==> src/rtl/writeback_pipe.sv <==
// Writeback staging pipe: results land at their latency stage, shift to the last stage, and drive one RF write port.
// Optional operand forwarding from in-flight stages is compiled in with `define WB_FWD_EN.
module writeback_pipe #(
    parameter int unsigned QUADWORD   = 128,
    parameter int unsigned ADDR_WIDTH = 7,
    parameter int unsigned STAGES     = 7,
    parameter int unsigned LAT_W      = 3
) (
    input  logic                  clk,
    input  logic                  reset,
    input  logic                  result_valid,
    input  logic [LAT_W-1:0]      result_lat,
    input  logic [ADDR_WIDTH-1:0] result_addr,
    input  logic [QUADWORD-1:0]   result_data,
    output logic                  regWr_en,
    output logic [ADDR_WIDTH-1:0] addr_rt_wt,
    output logic [QUADWORD-1:0]   rt_wt,
    input  logic [ADDR_WIDTH-1:0] fwd_addr,
    output logic                  fwd_hit,
    output logic [QUADWORD-1:0]   fwd_data,
    output logic                  busy,
    output logic                  collision,
    output logic                  lat_err
);

    logic [STAGES:1]       v_q, v_d;
    logic [ADDR_WIDTH-1:0] addr_q [1:STAGES];
    logic [ADDR_WIDTH-1:0] addr_d [1:STAGES];
    logic [QUADWORD-1:0]   data_q [1:STAGES];
    logic [QUADWORD-1:0]   data_d [1:STAGES];
    logic [STAGES:1]       ins;
    logic                  collision_q, collision_d;
    logic                  lat_err_q, lat_err_d;

    always_comb begin
        for (int unsigned s = 1; s <= STAGES; s++) begin
            ins[s] = result_valid && (result_lat == LAT_W'(s));
        end
    end

    // addr/data only load when a valid entry arrives, so the write stage holds its last written values
    always_comb begin
        v_d[1]      = ins[1];
        addr_d[1]   = ins[1] ? result_addr : addr_q[1];
        data_d[1]   = ins[1] ? result_data : data_q[1];
        collision_d = 1'b0;
        for (int unsigned s = 2; s <= STAGES; s++) begin
            v_d[s]    = 1'b0;
            addr_d[s] = addr_q[s];
            data_d[s] = data_q[s];
            if (ins[s]) begin
                v_d[s]    = 1'b1;
                addr_d[s] = result_addr;
                data_d[s] = result_data;
                if (v_q[s-1]) collision_d = 1'b1;
            end else if (v_q[s-1]) begin
                v_d[s]    = 1'b1;
                addr_d[s] = addr_q[s-1];
                data_d[s] = data_q[s-1];
            end
        end
        lat_err_d = result_valid && (ins == '0);
    end

    always_ff @(posedge clk) begin
        if (reset) begin
            v_q         <= '0;
            collision_q <= 1'b0;
            lat_err_q   <= 1'b0;
            for (int unsigned s = 1; s <= STAGES; s++) begin
                addr_q[s] <= '0;
                data_q[s] <= '0;
            end
        end else begin
            v_q         <= v_d;
            collision_q <= collision_d;
            lat_err_q   <= lat_err_d;
            for (int unsigned s = 1; s <= STAGES; s++) begin
                addr_q[s] <= addr_d[s];
                data_q[s] <= data_d[s];
            end
        end
    end

    assign regWr_en   = v_q[STAGES];
    assign addr_rt_wt = addr_q[STAGES];
    assign rt_wt      = data_q[STAGES];
    assign busy       = |v_q;
    assign collision  = collision_q;
    assign lat_err    = lat_err_q;

`ifdef WB_FWD_EN
    // scan oldest to youngest so the lowest matching stage overrides
    always_comb begin
        fwd_hit  = 1'b0;
        fwd_data = '0;
        for (int unsigned i = 0; i < STAGES; i++) begin
            if (v_q[STAGES-i] && (addr_q[STAGES-i] == fwd_addr)) begin
                fwd_hit  = 1'b1;
                fwd_data = data_q[STAGES-i];
            end
        end
    end
`else
    logic unused_fwd_addr;
    assign unused_fwd_addr = ^fwd_addr;
    assign fwd_hit         = 1'b0;
    assign fwd_data        = '0;
`endif

endmodule
==> config.mk <==
export PLATFORM = sky130hd
export DESIGN_NAME = writeback_pipe
export DESIGN_NICKNAME = d
export VERILOG_FILES = /design/src/rtl/writeback_pipe.sv
export SDC_FILE = /design/constraint.sdc
export NUM_CORES = 2
export LEC_CHECK = 0
export CAP_MARGIN = 5
export CELL_PAD_IN_SITES_DETAIL_PLACEMENT = 0
export CELL_PAD_IN_SITES_GLOBAL_PLACEMENT = 1
export CORE_MARGIN = 4
export CORE_UTILIZATION = 41
export CTS_BUF_LIST = sky130_fd_sc_hd__clkbuf_2
export DETAILED_ROUTE_END_ITERATION = 7
export PLACE_DENSITY_LB_ADDON = 0.15
export SYNTH_ARGS = -nofsm -noshare
export SYNTH_HDL_FRONTEND = slang
export SYNTH_SLANG_ARGS = --single-unit
==> constraint.sdc <==
create_clock -name clk -period 4.15 [get_ports clk]
set_input_delay 1.0375 -clock clk [delete_from_list [all_inputs] [get_ports clk]]
set_output_delay 1.0375 -clock clk [all_outputs]
set_load 0.005 [all_outputs]
==> out/metrics.csv <==
stage,metric,value,unit
routing,post_drt_via_cell_ratio,5.20,
yosys,synth_warnings,0,
final_layout,final_cell_mix,"dfxtp_1, mux2i_1, nor2_1, a211oi_1, clkbuf_2",
final_layout,final_common_cell,dfxtp_1,
final_layout,nNetsFinal,4746,
yosys,syn_area,0.0426,sq mm
hold_path,hold_class,in2reg,
timing,rsz0062_at_grt,false,
power_and_ir_drop,power_leakage,15.8,nW
yosys,synthCells,4500,
timing,setup-violations-final,0,
final_layout,final_cells,6141,
worst_setup_path,reg2reg_depth,4,
timing,fin_skew,140,ps
floorplan,start_util,0.416,
clock_tree,numCtsBuffers,282,
power_and_ir_drop,p_sw,0.00498,W
yosys,ys_ff_latch,954,
global_route,grt-ovfl-total,0,
routing,dr.pass1.iters,5,
power_and_ir_drop,swShare,0.278,
power_and_ir_drop,p_seq_frac,0.541,
final_layout,seqCellArea,0.0191,sq mm
clock_tree,cts_root_buffer,clkbuf_2,
final_layout,syn2layout_area_growth,10.5,%
clock_tree,clkSinkCount,954,
timing,period_share,0.881,
worst_setup_path,path_max_fanout,15,
worst_setup_path,start_kind,flip-flop,
routing,drc_errors,0,
timing,hold_viol,0,
floorplan,pin_count,416,
floorplan,coreArea,0.102,sq mm
final_layout,fin_area,0.0471,sq mm
floorplan,die_y,330,um
clock_tree,clk_pin_slew_worst_paths,90,ps
global_route,grt_max_degree,115,
clock_tree,clock_tree.htree_level_count,5,
worst_setup_path,path_class,reg2out,
power_and_ir_drop,combPwrFrac,0.086,
global_route,grt_pass1_wl,179,mm
floorplan,dieArea,0.109,sq mm
routing,totalWireLength,113,mm
floorplan,die_x,330,um
routing,drtAntennaViolNets,0,
power_and_ir_drop,p_per_area,380,mW/mm^2
global_route,antenna_found_initial,10,
worst_setup_path,worstPathRequired,3110,ps
routing,wire_per_inst,18.4,um
placed_design,io_buffers,279,
power_and_ir_drop,totalPowerFinal,0.0179,W
run,drv_cap,0,
clock_tree,clock_latency,1440,ps
hold_path,holdPathStages,3,
placed_design,dp.cells,5677,
final_layout,finish.utilization,0.459,
final_layout,fillers,9939,
placed_design,gp_routability_congestion,0.694,
timing,tns,0,ps
yosys,ys_types,24,
power_and_ir_drop,p_int,0.0129,W
final_layout,multiInputGateArea,0.0200,sq mm
routing,drtIter0Drc,1711,
timing,timing.fmax,273,MHz
timing,slew_headroom,0.277,
timing,period_needed,3660,ps
clock_tree,cts_tree,yes,
timing,slew_viol_final,0,
placed_design,placedInstanceArea,0.0447,sq mm
yosys,syn_area_per_cell,9.47,sq um
timing,tightest_slew,1080,ps
yosys,synth-seq-area-share,0.448,
global_route,globalRouteTotalUtil,0.202,
final_layout,drive_above_1_share,0.123,
floorplan,rows,117,
placed_design,dp_hpwl,64.1,mm
global_route,grt_pass1_vias,31200,
power_and_ir_drop,p_clk_frac,0.373,
clock_tree,clk_path_buf_depth,4,
routing,routed-via-count,32000,
worst_setup_path,cp_data_arrival_time,2620,ps
worst_setup_path,end_kind,primary output,
power_and_ir_drop,ir_worst_vdd,0.168,mV
run_status,status,completed,
worst paths after layout:
path | startpoint | endpoint | slack, ps
hold / removal | result_data[29] | data_q[0][157]$_SDFFE_PP0P_ | 350
setup / recovery | v_q[2]$_SDFF_PP0_ | busy | 490
setup reg to reg | v_q[1]$_SDFF_PP0_ | data_q[0][303]$_SDFFE_PP0P_ | 1430
hold reg to reg | data_q[0][156]$_SDFFE_PP0P_ | data_q[0][156]$_SDFFE_PP0P_ | 460
worst max-delay path: stages, from the launching register on:
cell and delay, ps:
dfxtp_4 480, nor4_1 330, nand4_1 120, dlygate4sd2_1 320
synth_stat cells:
cell / count / area (sq um)
dfxtp_1: 954 / 19100
mux2i_1: 812 / 8130
nor2_1: 811 / 3040
a211oi_1: 750 / 5630
buf_4: 305 / 2290
nand2_1: 271 / 1020
buf_2: 212 / 1060
a21oi_1: 141 / 706
clkbuf_1: 138 / 518
a211oi_2: 60 / 751
buf_6: 16 / 180
buf_1: 6 / 22.5
inv_1: 6 / 22.5
nand4_1: 3 / 18.8
nand4b_1: 3 / 26.3
nand4bb_1: 3 / 33.8
nor4_1: 2 / 12.5
a31oi_1: 1 / 6.26
and4bb_1: 1 / 12.5
conb_1: 1 / 3.75
mux2_2: 1 / 11.3
nand2b_1: 1 / 6.26
or3_1: 1 / 6.26
or3b_1: 1 / 8.76
routing by layer:
layer | up-vias | global-route usage | part of all wire
met5 | - | 0 | 0.00042
met4 | 8 | 0.0533 | 0.012
li1 | 16000 | - | -
met2 | 674 | 0.315 | 0.45
met1 | 15200 | 0.281 | 0.48
met3 | 124 | 0.0490 | 0.054
per-stage QoR:
stage	setup slack, ps	hold WS (ps)
after floorplan	1970	436
after global placement	900	443
after detailed placement	887	446
after CTS	193	73.6
after global routing	217	162
final	492	345
registers in the layout, indices dropped and copies added (netlist names):
signal and count:
collision 1, lat_err 1, addr_q 49, v_q 7, data_q 896
power groups by stage:
stage | combinational, W | clock [W] | sequential [W]
2_1_floorplan | 0.00110 | 0 | 0.00981
3_3_place_gp | 0.00152 | 0 | 0.00989
3_5_place_dp | 0.00154 | 0 | 0.00990
4_1_cts | 0.00156 | 0.00702 | 0.00968
5_1_grt | 0.00170 | 0.00750 | 0.00972
6_report | 0.00155 | 0.00666 | 0.00967
logic make-up (layout without fill, tap and decap cells):
group / Yosys count / count (layout) / synth area share
AOI/OAI and AO/OA: 952 / 952 / 0.166
other: 1 / 135 / 0.0000880
muxes: 813 / 813 / 0.191
and+or+nand+nor: 1097 / 1097 / 0.0982
DFF: 954 / 954 / 0.448
buffers and inverters: 683 / 822 / 0.0961
what timing repair did:
item                                   in CTS  in global routing
hold buffers                                1                  0
endpoints found under the hold margin      49                  0
setup endpoints to repair                   1                  0
resized for setup                           1                  0
buffers inserted                            4                  0
final cells by class:
cell class | instances | area share
Inverter | 6 | 0.000478
Clock buffer | 423 | 0.0450
Clock inverter | 30 | 0.00351
Multi-Input combinational cell | 2991 | 0.424
Antenna cell | 6 | 0.000319
Tap cell | 1368 | 0.0364
Timing Repair Buffer | 363 | 0.0842
Sequential cell | 954 | 0.406
Note: power is estimated with default switching activity, not from simulation.
